## config.mk

```make
export PLATFORM = sky130hd
export DESIGN_NAME = bk_serial_accumulator
export DESIGN_NICKNAME = d
export VERILOG_FILES = /design/src/rtl/bk_serial_accumulator_pkg.sv /design/src/rtl/bk_serial_accumulator_brent_kung_cin.sv /design/src/rtl/bk_serial_accumulator.sv
export SDC_FILE = /design/constraint.sdc
export NUM_CORES = 1
export LEC_CHECK = 0
export ABC_AREA = 1
export BUFFER_PORTS_ARGS = -buffer_cell sky130_fd_sc_hd__buf_2
export CORE_MARGIN = 8
export CORE_UTILIZATION = 45
export CTS_BUF_LIST = sky130_fd_sc_hd__clkbuf_8 sky130_fd_sc_hd__clkbuf_16
export CTS_CLUSTER_DIAMETER = 120
export CTS_CLUSTER_SIZE = 30
export DETAILED_ROUTE_END_ITERATION = 7
export PLACE_DENSITY = 0.72
export SYNTH_ARGS = -nofsm -noshare
export SYNTH_HDL_FRONTEND = slang
export SYNTH_SLANG_ARGS = --single-unit
```

## constraint.sdc

```tcl
create_clock -name clk -period 2.2 [get_ports clk]
set_clock_uncertainty 0.15 [all_clocks]
set_input_delay 0.22 -clock clk [delete_from_list [all_inputs] [get_ports clk]]
set_output_delay 0.22 -clock clk [all_outputs]
set_load 0.005 [all_outputs]
```

## src/rtl/bk_serial_accumulator_pkg.sv

```systemverilog
// bk_pkg: definitions shared by the nibble-serial accumulator slice.
//   NIB_W   : width of one streamed nibble
//   state_t : accumulator control states
//   idx_w() : index width needed to address n nibbles (never below 1)
package bk_pkg;

  localparam int unsigned NIB_W = 4;

  typedef enum logic [1:0] {
    ST_ACC,
    ST_PROP,
    ST_OUT
  } state_t;

  function automatic int unsigned idx_w(input int unsigned n);
    int unsigned w;
    w = 1;
    while ((32'd1 << w) < n) w++;
    return w;
  endfunction

endpackage

```

## src/rtl/bk_serial_accumulator_brent_kung_cin.sv

```systemverilog
// brent_kung_cin: 4-bit Brent-Kung prefix adder with carry-in.
//   a, b : 4-bit addends
//   cin  : carry in
//   out  : {carry_out, sum[3:0]}
module brent_kung_cin (
  input  logic [3:0] a,
  input  logic [3:0] b,
  input  logic       cin,
  output logic [4:0] out
);

  logic [3:0] g;
  logic [3:0] p;
  logic       g10, p10, g32, p32, g20, p20, g30, p30;
  logic [4:0] c;

  always_comb begin
    g = a & b;
    p = a ^ b;

    // Up-sweep: pair groups, then the full span.
    g10 = g[1] | (p[1] & g[0]);
    p10 = p[1] & p[0];
    g32 = g[3] | (p[3] & g[2]);
    p32 = p[3] & p[2];
    g30 = g32 | (p32 & g10);
    p30 = p32 & p10;
    // Down-sweep fills the remaining odd prefix.
    g20 = g[2] | (p[2] & g10);
    p20 = p[2] & p10;

    c[0] = cin;
    c[1] = g[0] | (p[0] & cin);
    c[2] = g10 | (p10 & cin);
    c[3] = g20 | (p20 & cin);
    c[4] = g30 | (p30 & cin);

    out = {c[4], p ^ c[3:0]};
  end

endmodule

```

## src/rtl/bk_serial_accumulator.sv

```systemverilog
// bk_serial_accumulator: nibble-serial accumulator built around one 4-bit
// brent_kung_cin adder. Operands stream in LSB nibble first and are added
// into a NIBBLES-wide accumulator; the updated sum then streams out.
//   clk, rst   : clock, asynchronous active-high reset
//   clr        : zero accumulator and overflow (taken only in ACC at idx 0)
//   in_valid/in_ready/in_nib/in_last    : operand nibble stream
//   res_valid/res_ready/res_nib/res_last : result nibble stream (registered)
//   ovf        : sticky carry out of the top nibble
module bk_serial_accumulator
  import bk_pkg::*;
#(
  parameter int unsigned NIBBLES = 4
) (
  input  logic             clk,
  input  logic             rst,
  input  logic             clr,
  input  logic             in_valid,
  output logic             in_ready,
  input  logic [NIB_W-1:0] in_nib,
  input  logic             in_last,
  output logic             res_valid,
  input  logic             res_ready,
  output logic [NIB_W-1:0] res_nib,
  output logic             res_last,
  output logic             ovf
);

  localparam int unsigned IW = idx_w(NIBBLES);
  localparam logic [IW-1:0] LAST_IDX = IW'(NIBBLES - 1);

  state_t           state, state_d;
  logic [NIB_W-1:0] acc [NIBBLES];
  logic [IW-1:0]    idx;
  logic [IW-1:0]    oidx;
  logic             carry;

  logic             clr_now;
  logic             fire;
  logic             at_last;
  logic             out_last;
  logic [NIB_W-1:0] add_b;
  logic [NIB_W:0]   add_out;
  logic             cout;

  brent_kung_cin u_add (
    .a   (acc[idx]),
    .b   (add_b),
    .cin (carry),
    .out (add_out)
  );

  assign cout = add_out[NIB_W];

  always_comb begin
    at_last  = (idx == LAST_IDX);
    out_last = (oidx == LAST_IDX);
    clr_now  = (state == ST_ACC) && clr && (idx == '0);
    in_ready = (state == ST_ACC) && !clr_now;
    fire     = in_valid && in_ready;
    // Outside ACC the operand is zero-extended, so only carry is added.
    add_b    = (state == ST_ACC) ? in_nib : '0;

    state_d = state;
    unique case (state)
      ST_ACC: begin
        if (fire && (in_last || at_last)) begin
          if (at_last || !cout) state_d = ST_OUT;
          else                  state_d = ST_PROP;
        end
      end
      ST_PROP: begin
        if (at_last || !cout) state_d = ST_OUT;
      end
      ST_OUT: begin
        if (res_valid && res_ready && out_last) state_d = ST_ACC;
      end
      default: state_d = ST_ACC;
    endcase
  end

  always_ff @(posedge clk or posedge rst) begin
    if (rst) state <= ST_ACC;
    else     state <= state_d;
  end

  always_ff @(posedge clk or posedge rst) begin
    if (rst) begin
      for (int unsigned i = 0; i < NIBBLES; i++) acc[i] <= '0;
      carry     <= 1'b0;
      idx       <= '0;
      oidx      <= '0;
      ovf       <= 1'b0;
      res_valid <= 1'b0;
      res_last  <= 1'b0;
      res_nib   <= '0;
    end else begin
      unique case (state)
        ST_ACC: begin
          if (clr_now) begin
            for (int unsigned i = 0; i < NIBBLES; i++) acc[i] <= '0;
            carry <= 1'b0;
            ovf   <= 1'b0;
          end else if (fire) begin
            acc[idx] <= add_out[NIB_W-1:0];
            carry    <= cout;
            idx      <= idx + 1'b1;
            oidx     <= '0;
            if (at_last) ovf <= ovf | cout;
          end
        end
        ST_PROP: begin
          acc[idx] <= add_out[NIB_W-1:0];
          carry    <= cout;
          idx      <= idx + 1'b1;
          oidx     <= '0;
          if (at_last) ovf <= ovf | cout;
        end
        ST_OUT: begin
          // The first OUT cycle only loads nibble 0 into the output register;
          // afterwards each accepted beat loads the next nibble directly so
          // res_valid stays high for back-to-back transfers.
          if (!res_valid) begin
            res_valid <= 1'b1;
            res_nib   <= acc[oidx];
            res_last  <= out_last;
          end else if (res_ready) begin
            if (out_last) begin
              res_valid <= 1'b0;
              res_last  <= 1'b0;
              idx       <= '0;
              carry     <= 1'b0;
            end else begin
              oidx     <= oidx + 1'b1;
              res_nib  <= acc[oidx + 1'b1];
              res_last <= ((oidx + 1'b1) == LAST_IDX);
            end
          end
        end
        default: ;
      endcase
    end
  end

endmodule

```

== Word-level counts from Yosys, hierarchy flattened ==
Cells that the tools add are included.

* Bits in registers: 30
* Latch bits: 0
* Memory bits (writable): 0
* Memory bits (read-only): 0
* Output and inout port bits: 8
* Word-level logic and storage cells: 137
* Memories: 0

* Add/sub/neg operators: 2
* Multiply operators: 0
* Divide/modulo/power cells: 0
* Magnitude comparators: 4
* Equality and inequality tests: 17
* Shifts and indexed selects: 0
* Mux-type cells: 52
* Bitwise logic cells: 27
* Reductions and logical operators: 23

{| class="wikitable"
|+ Operators with widths
! kind !! number
|-
| 4-bit two-way mux || 11
|-
| 16-bit two-way mux || 2
|-
| 16-bit one-hot mux with 2 select lines || 1
|-
| 2-bit two-way mux || 14
|-
| 4-bit binary-select mux with 2-bit select || 3
|-
| 2-bit != test, second input constant || 9
|-
| 2-bit one-hot mux with 3 select lines || 3
|-
| 16-bit bitwise mux || 1
|-
| 1-bit two-way mux || 14
|-
| 1-bit AND || 12
|-
| 6-bit AND reduction || 2
|-
| 3-bit >= comparator, second input constant || 3
|-
| 2-bit NOT with 3-bit output || 3
|-
| 1-bit OR || 9
|-
| 4-bit demux with 2-bit select || 1
|-
| 2-bit == test, second input constant || 4
|-
| 1-bit logical AND || 8
|-
| 4-bit XOR || 2
|-
| 3-bit AND reduction || 2
|-
| 5-bit AND reduction || 1
|-
| 2-bit by 1-bit adder with 2-bit output, second input constant || 2
|-
| 4-bit AND || 1
|-
| 2-bit logical NOT || 2
|-
| 2-bit by 1-bit != test with 1-bit output, second input constant || 2
|-
| other kinds (10) || 13
|}

== Longest topological paths before layout ==
Gate-level depths: netlist of run 1.

* Depth after elaboration: 15
* Gate-level depth with buffers: 14

== Cells and area by module ==
A second synthesis of run 1 with hierarchy kept.

* Cell total of the unflattened synthesis: 362
* Area total of the unflattened synthesis: 2422.3 um2

{| class="wikitable"
|+ By module, submodules not included
! module !! times used !! cells an instance !! area an instance (um2)
|-
| bk_serial_accumulator || 1 || 330 || 2229.6
|-
| brent_kung_cin || 1 || 32 || 192.7
|}

== Least setup slack after synthesis of run 1 ==
No wires, ideal clock.

* Kind: register -> register
* Start point: register idx[0]
* End point: register acc[11] (netlist bit)
* Setup time: 0.116 ns
* Arrival: 2.087 ns
* Setup slack: -0.153 ns
* Cell stages (with the launch flop): 14
* Path buffers: 2
* Path through: dfrtp_1 > clkbuf_1 > inv_1 > buf_2 > o21ai_0 > o22ai_1 > ha_1 > or2_2 > nand3_1 > nand2_1 > nand2_1 > nand3_1 > nand2_1 > nand2_1

* Word-level cells in the longest chain between the ends: 15
* Elaborated cells on any way between the ends: 31
* Those cells by class: order compare (2); eq/ne (1); mux (9); bitwise (12); reduce/logical (7)

{| class="wikitable"
|+ RTL lines
! what !! RTL line !! source
|-
| start: declaration || bk_serial_accumulator.sv:33 || <nowiki>logic [IW-1:0] idx;</nowiki>
|-
| start signal: assignment || bk_serial_accumulator.sv:106 || <nowiki>idx <= idx + 1'b1;</nowiki>
|-
| start signal: assignment || bk_serial_accumulator.sv:114 || <nowiki>idx <= idx + 1'b1;</nowiki>
|-
| 2-bit NOT with 3-bit output (not written as such) || bk_serial_accumulator.sv:46, bk_serial_accumulator.sv:104, bk_serial_accumulator.sv:112 ||
|-
| 4-bit binary-select mux with 2-bit select || bk_serial_accumulator.sv:46 || <nowiki>.a (acc[idx]),</nowiki>
|-
| 4-bit two-way mux (not written as such) (2 in a row) || bk_serial_accumulator.sv:46 ||
|-
| 4-bit XOR / 4-bit AND (equally long branches) || bk_serial_accumulator_brent_kung_cin.sv:19, bk_serial_accumulator_brent_kung_cin.sv:18 ||
|-
| 1-bit AND || bk_serial_accumulator_brent_kung_cin.sv:22 || <nowiki>g10 = g[1] | (p[1] & g[0]);</nowiki>
|-
| 1-bit OR || bk_serial_accumulator_brent_kung_cin.sv:22 ||
|-
| 1-bit AND || bk_serial_accumulator_brent_kung_cin.sv:29 || <nowiki>g20 = g[2] | (p[2] & g10);</nowiki>
|-
| 1-bit OR || bk_serial_accumulator_brent_kung_cin.sv:29 ||
|-
| 1-bit OR || bk_serial_accumulator_brent_kung_cin.sv:35 || <nowiki>c[3] = g20 | (p20 & cin);</nowiki>
|-
| 4-bit XOR || bk_serial_accumulator_brent_kung_cin.sv:38 || <nowiki>out = {c[4], p ^ c[3:0]};</nowiki>
|-
| 16-bit bitwise mux || bk_serial_accumulator.sv:104, bk_serial_accumulator.sv:112 ||
|-
| 16-bit two-way mux || bk_serial_accumulator.sv:103 || <nowiki>end else if (fire) begin</nowiki>
|-
| 16-bit two-way mux || bk_serial_accumulator.sv:99 || <nowiki>if (clr_now) begin</nowiki>
|-
| 16-bit one-hot mux with 2 select lines || bk_serial_accumulator.sv:97 || <nowiki>unique case (state)</nowiki>
|-
| end signal: indexed assignment || bk_serial_accumulator.sv:104 || <nowiki>acc[idx] <= add_out[NIB_W-1:0];</nowiki>
|-
| end signal: indexed assignment || bk_serial_accumulator.sv:112 || <nowiki>acc[idx] <= add_out[NIB_W-1:0];</nowiki>
|-
| end: declaration || bk_serial_accumulator.sv:32 || <nowiki>logic [NIB_W-1:0] acc [NIBBLES];</nowiki>
|}

Parallel ways exist; a longest one is shown, timed or not. The select of a mux whose other input is x is not followed.
A chain may end at the register's enable or synchronous reset.

== Worst setup path after layout of run 1 ==
* Start point: register idx[0]
* End point: register state[0]

* Word-level cells in the longest chain between the ends: 15
* Elaborated cells on any way between the ends: 33
* Those cells by class: eq/ne (3); mux (6); bitwise (14); reduce/logical (10)

{| class="wikitable"
|+ RTL lines
! what !! RTL line !! source
|-
| 2-bit NOT with 3-bit output (not written as such) || bk_serial_accumulator.sv:46 ||
|-
| 4-bit binary-select mux with 2-bit select || bk_serial_accumulator.sv:46 ||
|-
| 4-bit two-way mux (not written as such) (2 in a row) || bk_serial_accumulator.sv:46 ||
|-
| 4-bit XOR / 4-bit AND (equally long branches) || bk_serial_accumulator_brent_kung_cin.sv:19, bk_serial_accumulator_brent_kung_cin.sv:18 ||
|-
| 1-bit AND || bk_serial_accumulator_brent_kung_cin.sv:22 ||
|-
| 1-bit OR || bk_serial_accumulator_brent_kung_cin.sv:22 ||
|-
| 1-bit AND || bk_serial_accumulator_brent_kung_cin.sv:26 || <nowiki>g30 = g32 | (p32 & g10);</nowiki>
|-
| 1-bit OR || bk_serial_accumulator_brent_kung_cin.sv:26 ||
|-
| 1-bit OR || bk_serial_accumulator_brent_kung_cin.sv:36 || <nowiki>c[4] = g30 | (p30 & cin);</nowiki>
|-
| 1-bit logical NOT || bk_serial_accumulator.sv:67, bk_serial_accumulator.sv:72 ||
|-
| 1-bit logical OR || bk_serial_accumulator.sv:67, bk_serial_accumulator.sv:72 ||
|-
| 2-bit two-way mux || bk_serial_accumulator.sv:67 || <nowiki>if (at_last || !cout) state_d = ST_OUT;</nowiki>
|-
| 2-bit two-way mux || bk_serial_accumulator.sv:66 || <nowiki>if (fire && (in_last || at_last)) begin</nowiki>
|-
| 2-bit one-hot mux with 3 select lines || bk_serial_accumulator.sv:64 || <nowiki>unique case (state)</nowiki>
|-
| end signal: assignment || bk_serial_accumulator.sv:83 || <nowiki>else state <= state_d;</nowiki>
|-
| end: declaration || bk_serial_accumulator.sv:31 || <nowiki>state_t state, state_d;</nowiki>
|}

Parallel ways exist; a longest one is shown, timed or not. The select of a mux whose other input is x is not followed.

==> results of run 1 <==
[how the worst min path moves through the flow]
stage	from	to	slack, ps	cells past startpoint
2_1_floorplan	rst	acc[0]$_DFFE_PP0P_	160	1
3_3_place_gp	rst	res_last$_DFFE_PP0P_	190	2
3_5_place_dp	rst	res_last$_DFFE_PP0P_	190	2
4_1_cts	res_ready	res_last$_DFFE_PP0P_	160	4
5_1_grt	res_ready	res_last$_DFFE_PP0P_	240	4
6_report	res_ready	res_last$_DFFE_PP0P_	160	4
[repair_timing]
| action | CTS | global route |
|---|---|---|
| hold endpoints to repair | 14 | 0 |
| gates resized for setup | 5 | 45 |
| setup buffers | 2 | 5 |
| setup endpoints to repair | 9 | 20 |
| pin swaps | 1 | 14 |
| cloned | 0 | 2 |
| hold buffers | 1 | 0 |
[state kept, by name (all words and copies together) (netlist names), 2 cells and up]
name	flops
acc	16
idx	2
oidx	2
res_nib	4
state	2
[stage by stage]
stage	setup WS, ps	utilization (%)
after detailed placement	-96.1	52.6
after global placement	-34.0	52.6
final	28.9	59.5
after CTS	3.49	55.1
after global routing	-115	59.5
after floorplan	11.7	-
[area by class of cell]
cell class,count,area [sq um]
Multi-Input combinational cell,230,1370
Inverter,45,178
Tap cell,54,67.6
Clock inverter,2,7.51
Fill cell,425,1900
Clock buffer,5,68.8
Sequential cell,30,753
Timing Repair inverter,2,15.0
Timing Repair Buffer,47,333
[where the power goes]
part           switching (mW)  internal [mW]  total [mW]
sequential              0.227          0.789        1.02
combinational            1.90           1.37        3.28
clock                   0.196          0.208       0.404
total                    2.33           2.37        4.70
[worst register-to-register path: stages (launching register included)]
cell,delay (ps)
dfrtp_2,450
buf_6,150
o21ai_2,150
o22ai_2,130
ha_4,290
buf_6,110
nand2_1,60
nor2_1,120
nand2_1,80
nand3_2,110
nand2_2,70
nor2_1,100
nand3_1,80
nand2_1,70
[cells in the mapped netlist (all sizes together)]
master / n
dfrtp: 30
buf: 7
or2: 1
fa: 1
o21ai: 40
o22ai: 1
a32oi: 1
nor3b: 1
nor2: 31
o31ai: 1
xnor2: 1
clkinv: 3
clkbuf: 1
nand2: 80
a21oi: 30
ha: 14
o211ai: 1
inv: 42
nand3: 23
nor3: 4
[layer usage]
metal  share of wire, %  wire length (microns)  vias up  GRT usage, %
met1                 43                   2550     1027          19.6
met4                2.1                    125        0          5.73
met2                 50                   2980       78          26.8
met5                  0                      0        -             0
met3                5.2                    312       16          2.96
li1                   -                      -     1105             -
[logic make-up after synthesis]
| group | share of synthesized area [%] |
|---|---|
| AND/OR/NAND/NOR | 27.9 |
| flip-flops | 34.3 |
| XOR/XNOR | 0.401 |
| buffers and inverters | 10.2 |
| AO/OA/AOI/OAI | 18.2 |
| adder cells (fa/ha/maj) | 8.92 |
==> impl_results.md, run 1 <==
- Status: finished, final reports clean
- WL per Instance: ~14 microns
- CTS Sinks: 30
- GR Util All Layers: roughly 16%
- Nets: 386
- Most common cell after layout, fill and taps aside: nand2_1
- Hold WS: 158 ps
- Unrepaired setup endpoints after global routing: yes
- Worst path arrival time: 2250 ps
- IO buf count: 17
- Class of the worst hold path: in2reg
- DP HPWL: roughly 4300 microns
- Critical path buffers and inverters: 2
- Slew headroom: between 50% and 60%
- Leakage: between 1 and 1.5 nW
- Core area: ~4700 sq um
- Post-synthesis cell type count: 30
- Final wirelength: 5970 microns
- Worst VDD drop: roughly 1.0 mV
- Fmax: 461 MHz
- H-tree depth: 2
- Chip height: between 80 and 90 microns
- Layout area overhead: 27.7%
- CTS root buffer: clkbuf_8
- Ranking of synthesized cells by area: dfrtp_1 34%, nand2_1 13%, o21ai_0 8.7%
- Finish-stage setup viols: 0
- Final ANT Viol Nets: 0
- Worst reg2reg path startpoint: idx[0]$_DFFE_PP0P_
- Clock buffer depth: 2
- Clock slew at reported path FFs: approximately 60 ps
- Die X: 85.7 microns
- GP Congestion: about 0.91
- Startpoint Class: flop
- Ys Warns: 0
- Max_cap viols: 0
- TNS Setup: 0 ps
- # DRC: 0
- R2R depth: 13
- Setup slack, reg-to-reg: 30 ps
- Critical Path RT: 2280 ps
- Synth Cell Area: 2190 sq um
- CTS tree: done
- Most frequent cells in the layout: 68 x nand2_1, 39 x inv_1, 30 x o21ai_0, 28 x nor2_1, 28 x dfrtp_1
- Ports: 18
- Clock Latency Late Sink: 280 ps
- CP endpoint kind: flop
- Final period utilization: 98.7%
- CP Class: reg2reg
- Biggest cell delay along the critical path: between 400 and 500 ps
- Crit path time final: about 2200 ps
- Crit path max fanout: 5
- Syn avg cell area: 6.99 sq um
- Area after DPL: around 2500 sq um
- Cells after Synth: between 300 and 400
- Synth Net Count: 338
- First-pass GRT wire length: about 9500 microns
- Cell family with the largest share of critical-path delay: simple AND/OR/NAND/NOR gates
- Crit-path cells: buf_6, o21ai_2, o22ai_2, ha_4, buf_6, nand2_1, nor2_1, nand2_1, nand3_2, nand2_2, nor2_1, nand3_1, nand2_1
- Vias in the first global route: about 2100
- Total CTS buffers: 5
- Largest net degree at the start of global routing: 17
- Starting DRC count in detailed routing: 140
- Post-route cell area: 2790 sq um
- CP most frequent cell: nand2_1
- Fraction of layout cells with a size suffix above 1: 28.8%
- Drt first pass iters: 5
- Placed cells: roughly 400
- Final Hold Viols: 0
- Cell Pwr Density: around 1700 nW/um^2
- Area share of the largest cell type after synthesis: around 34%
- Worst R2R End: state[0]$_DFFE_PP0P_
- Worst Tran Pin Value: around 670 ps
- Worst path slowest cell: dfrtp_2
- Post-synthesis register bit count: 30
- Worst Setup EP: state[0]$_DFFE_PP0P_
- Grt ovf: 0
- Vias/cell: about 5.4
- CP Depth: 13
- Total power: approximately 4.7 mW
- Max Transition Viols Final: 0
- # diodes: 0
- Crit. Startpoint: idx[0]$_DFFE_PP0P_
- Fin cells: roughly 420
- Antenna violations before repair: 0
- Area leader, netlist: dfrtp_1
- Row cnt: 25
- Post-synthesis sequential area ratio: between 30% and 40%
- DIE AREA: between 7000 and 8000 sq um
- DR vias: around 2200
- Initial Utilization: 46.6%
No activity file was read; power rests on OpenSTA's default activity.
==> inputs of run 2 (changes only) <==
- CORE_MARGIN: 8 -> unset
- PLACE_DENSITY: 0.72 -> 0.7
- clock period: 2.2 -> 2.8 ns (I/O delays scaled with it)
==> impl_results.md, run 2 (synthesis results as in run 1) <==
- Status: finished, final reports clean
- Vias in the first global route: between 1500 and 2000
- Most common cell after layout, fill and taps aside: nand2_1
- CTS root buffer: clkbuf_8
- CP endpoint kind: flop
- Worst VDD drop: between 0.6 and 0.7 mV
- CP Class: reg2reg
- Max FFs per register: 16
- DR vias: approximately 2000
- Layout area overhead: 10.2%
- Hold bufs inserted after CTS: 1
- Chip height: between 70 and 80 microns
- Max_cap viols: 0
- Final Hold Viols: 0
- Most frequent cells in the layout: 77 x nand2_1, 38 x inv_1, 38 x o21ai_0, 30 x dfrtp_1, 28 x nor2_1
- H-tree depth: 2
- Starting DRC count in detailed routing: 140
- Crit path max fanout: 13
- Row cnt: 24
- Total power: around 3.0 mW
- Crit-path cells: inv_1, o21ai_0, o22ai_1, ha_1, or2_2, nand3_1, nand2_1, nand2_1, nand3_1, nand2_1, nand2_1
- Initial Utilization: around half
- Final wirelength: approximately 5000 microns
- Largest net degree at the start of global routing: 21
- Grt ovf: 0
- TNS Setup: 0 ps
- Fmax: ~390 MHz
- Cell Pwr Density: 1240 nW/um^2
- Critical Path RT: approximately 2800 ps
- Class of the worst hold path: in2reg
- Antenna violations before repair: 0
- Final ANT Viol Nets: 0
- DP HPWL: approximately 3900 microns
- GP Congestion: ~0.92
- Crit path time final: about 2600 ps
- Fin util: a little over half
- Die X: about 70 microns
- Drt first pass iters: 4
- WL per Instance: 13.0 microns
- CTS Sinks: 30
- Slew headroom: about three fifths
- CP most frequent cell: nand2_1
- Unrepaired setup endpoints after global routing: no
- Worst path slowest cell: dfrtp_1
- Worst path arrival time: about 2600 ps
- # diodes: 0
- Biggest regs: acc: 16 flops, res_nib: 4 flops
- Clock Latency Late Sink: 280 ps
- Vias/cell: approximately 5.2
- GR Util All Layers: a little over a fifth
- Biggest cell delay along the critical path: roughly 520 ps
- Biggest register: acc
- Nets: roughly 360
- Total CTS buffers: 5
- Finish-stage setup viols: 0
- Ports: 18
- CTS tree: done
- IO buf count: 17
- Clock slew at reported path FFs: approximately 70 ps
- PostCTS Resize Cnt: 0
- Post-CTS Setup Bufs: 0
- Worst Tran Pin Value: 579 ps
- Startpoint Class: flop
- Leakage: about 1.2 nW
- First-pass GRT wire length: 8670 microns
- Max Transition Viols Final: 0
- Clock buffer depth: 2
- Final period utilization: around nine tenths
- DIE AREA: just over 5000 sq um
- Fraction of layout cells with a size suffix above 1: around an eighth
- Core area: approximately 4500 sq um
- # DRC: 0
==> run 2: critical path: cells and delay by family (launching register included) <==
| kind | cells | cell delay (ps) |
|---|---|---|
| compound gates | 2 | 330 |
| fa+ha+maj | 1 | 370 |
| buf+inv | 1 | 250 |
| flops | 1 | 520 |
| simple gates | 7 | 820 |
==> run 2: through the flow <==
step | hold WS [ps] | instances | instance area [sq um] | setup WS (ps)
after CTS | 202 | 384 | 2410 | 256
after global routing | 279 | 384 | 2410 | 72.2
after detailed placement | 128 | 375 | 2290 | 274
after global placement | 131 | 375 | 2290 | 330
final | 205 | 384 | 2410 | 246
after floorplan | 221 | 313 | 2190 | 447
==> run 2: final timing paths <==
kind	from	endpoint	slack (ps)	cells past startpoint
min in group asynchronous	rst	res_nib[3]$_DFFE_PP0P_	360	3
min reg2reg	res_nib[2]$_DFFE_PP0P_	res_nib[2]$_DFFE_PP0P_	320	2
max reg2reg	idx[0]$_DFFE_PP0P_	acc[3]$_DFFE_PP0P_	250	11
max	idx[0]$_DFFE_PP0P_	acc[3]$_DFFE_PP0P_	250	11
max in group asynchronous	rst	acc[8]$_DFFE_PP0P_	1510	4
min	res_ready	res_last$_DFFE_PP0P_	210	4
==> run 2: layout make-up <==
cell class / instances / area, sq um
Fill cell: 440 / 2090
Tap cell: 52 / 65.1
Timing Repair Buffer: 19 / 103
Clock buffer: 5 / 68.8
Inverter: 45 / 170
Multi-Input combinational cell: 230 / 1210
Clock inverter: 3 / 40.0
Sequential cell: 30 / 751
==> run 2: report_power, final <==
group	internal [mW]	switching (mW)	total, mW
registers	0.617	0.216	0.833
clock network	0.262	0.171	0.433
logic	0.625	1.11	1.73
total	1.50	1.50	3.00
==> run 2: metal layers <==
metal  routed length (microns)  vias to the layer above  GRT usage [%]
met5                         0                        -              0
met2                      2310                       39           35.5
met4                        55                        0           7.19
met1                      2470                      899           29.9
met3                       160                        4           2.95
li1                          -                     1041              -
==> inputs of run 3 (changes only) <==
==> constraint.sdc (replaced) <==
create_clock -name clk -period 2.8 [get_ports clk]
set_clock_uncertainty 0.15 [all_clocks]
set_input_delay 0.42 -clock clk [delete_from_list [all_inputs] [get_ports clk]]
set_output_delay 0.42 -clock clk [all_outputs]
set_load 0.005 [all_outputs]
==> impl_results.md, run 3 (synthesis results as in run 1) <==
- Biggest cell delay along the critical path: 490 ps
- Clock slew at reported path FFs: 70 ps
- Starting DRC count in detailed routing: roughly 130
- DIE AREA: a little over 5000 sq um
- Fmax: about 400 MHz
- Nets: 358
- Grt ovf: 0
- WL per Instance: 13.1 microns
- Biggest register: acc
- Area after DPL: roughly 2300 sq um
- Fin cells: 386
- Biggest regs: acc: 16 flops, res_nib: 4 flops
- Reg power frac: about 28%
- Final Hold Viols: 0
- Startpoint Class: flop
- DP HPWL: about 3800 microns
- Status: finished, final reports clean
- IO buf count: 17
- Layout area overhead: 10.5%
- Largest net degree at the start of global routing: 21
- Finish-stage setup viols: 0
- Final period utilization: 87.9%
- Setup slack, reg-to-reg: roughly 360 ps
- Critical Path RT: ~2200 ps
- CTS tree: done
- Clock Latency Late Sink: just under 300 ps
- Unrepaired setup endpoints after global routing: no
- Class of the worst hold path: reg2reg
- Hold WS: ~330 ps
- Worst Tran Pin Value: around 550 ps
- Max FFs per register: 16
- Place WS: ~280 ps
- Leakage: 1.23 nW
- Most frequent cells in the layout: 77 x nand2_1, 38 x o21ai_0, 37 x inv_1, 29 x dfrtp_1, 28 x nor2_1
- Max Transition Viols Final: 0
- Ports: 18
- CTS Sinks: 30
- CTS root buffer: clkbuf_8
- CP Class: reg2out
- P_sw: approximately 1.5 mW
- Fin util: a little over half
- Final wirelength: about 5100 microns
- Total CTS buffers: 5
- Worst VDD drop: slightly above 0.6 mV
- GP Congestion: roughly 0.95
- Worst path arrival time: 1890 ps
- Crit path time final: ~2500 ps
- Initial Utilization: between 40% and 50%
- Die X: approximately 72 microns
- Vias/cell: 5.13
- # diodes: 0
- Comb power frac: about three fifths
- Post-route cell area: between 2000 and 2500 sq um
- Antenna violations before repair: 0
- Internal: between 1 and 1.5 mW
- Core area: 4500 sq um
- Clk network pwr share: approximately an eighth
- Critical path buffers and inverters: 3
- Row cnt: 24
- H-tree depth: 2
- First-pass GRT wire length: between 8000 and 9000 microns
- Cell family with the largest share of critical-path delay: buffers and inverters
- Slew headroom: between 60% and 70%
- Most common cell after layout, fill and taps aside: nand2_1
- Clock buffer depth: 2
- Final ANT Viol Nets: 0
- TNS Setup: 0 ps
- CP endpoint kind: output pin
- GR Util All Layers: a little under a quarter
- CP most frequent cell: nor2_1
- Worst path slowest cell: dfrtp_2
- Total power: just under 3 mW
- # DRC: 0
- Chip height: approximately 70 microns
- Vias in the first global route: roughly 1900
- Drt first pass iters: 4
- DR vias: a little under 2000
- Crit path max fanout: 10
- Cell Pwr Density: 1230 nW/um^2
- Fraction of layout cells with a size suffix above 1: between 10% and 20%
- Max_cap viols: 0
- Placed cells: between 300 and 400
- Sw frac: roughly half
- Final critical-path setup slack: between 300 and 400 ps
- Crit-path cells: clkinvlp_4, buf_4, ha_1, nand2_1, nor2_1, nor2_1, buf_2
[run 3: timing repair]
action	CTS	global route
setup endpoints to repair	0	5
hold buffers	1	0
gates resized for setup	0	2
buffers inserted	0	2
hold endpoints to repair	11	0
[run 3: final cells by class]
cell class	instances	area (sq um)
repair buffers	21	118
clock buffers	6	82.6
inverters	45	174
flip-flops and latches	30	752
multi-input cells	230	1210
clock inverters	2	12.5
well taps	52	65.1
fillers	434	2090
[run 3: worst register-to-register path, cell delays in order (launching register included)]
cell        delay, ps
dfrtp_2           490
clkinvlp_4        210
o21ai_0           180
o22ai_1           110
ha_1              360
or2_2             300
nand3_1           150
nand2_1            70
nand2_1           120
nand3_1            90
nand2_1            60
nand2_1            50
[run 3: metal layers]
layer  GRT usage, %  vias to the layer above  share of wire, %
met4           9.59                        0               1.6
met5              0                        -                 0
met2           35.3                       47                45
met1           29.7                      875                48
met3           5.49                        6               4.9
li1               -                     1051                 -
[run 3: path summary, 6_finish.rpt]
path                                              from  cells past startpoint                     end
worst max-delay path                idx[0]$_DFFE_PP0P_                      7                in_ready
worst min-delay path            res_nib[2]$_DFFE_PP0P_                      2  res_nib[2]$_DFFE_PP0P_
worst max register to register      idx[0]$_DFFE_PP0P_                     11     acc[11]$_DFFE_PP0P_
worst min register to register  res_nib[2]$_DFFE_PP0P_                      2  res_nib[2]$_DFFE_PP0P_
max in group asynchronous                          rst                      4      idx[0]$_DFFE_PP0P_
min in group asynchronous                          rst                      3  res_nib[1]$_DFFE_PP0P_
[run 3: power groups by stage]
stage	Sequential, mW	Combinational, mW	Clock, mW
after floorplan	0.730	1.46	0
after global placement	0.832	1.70	0
after detailed placement	0.835	1.72	0
after CTS	0.830	1.74	0.379
after global routing	0.868	2.04	0.399
final	0.841	1.76	0.369
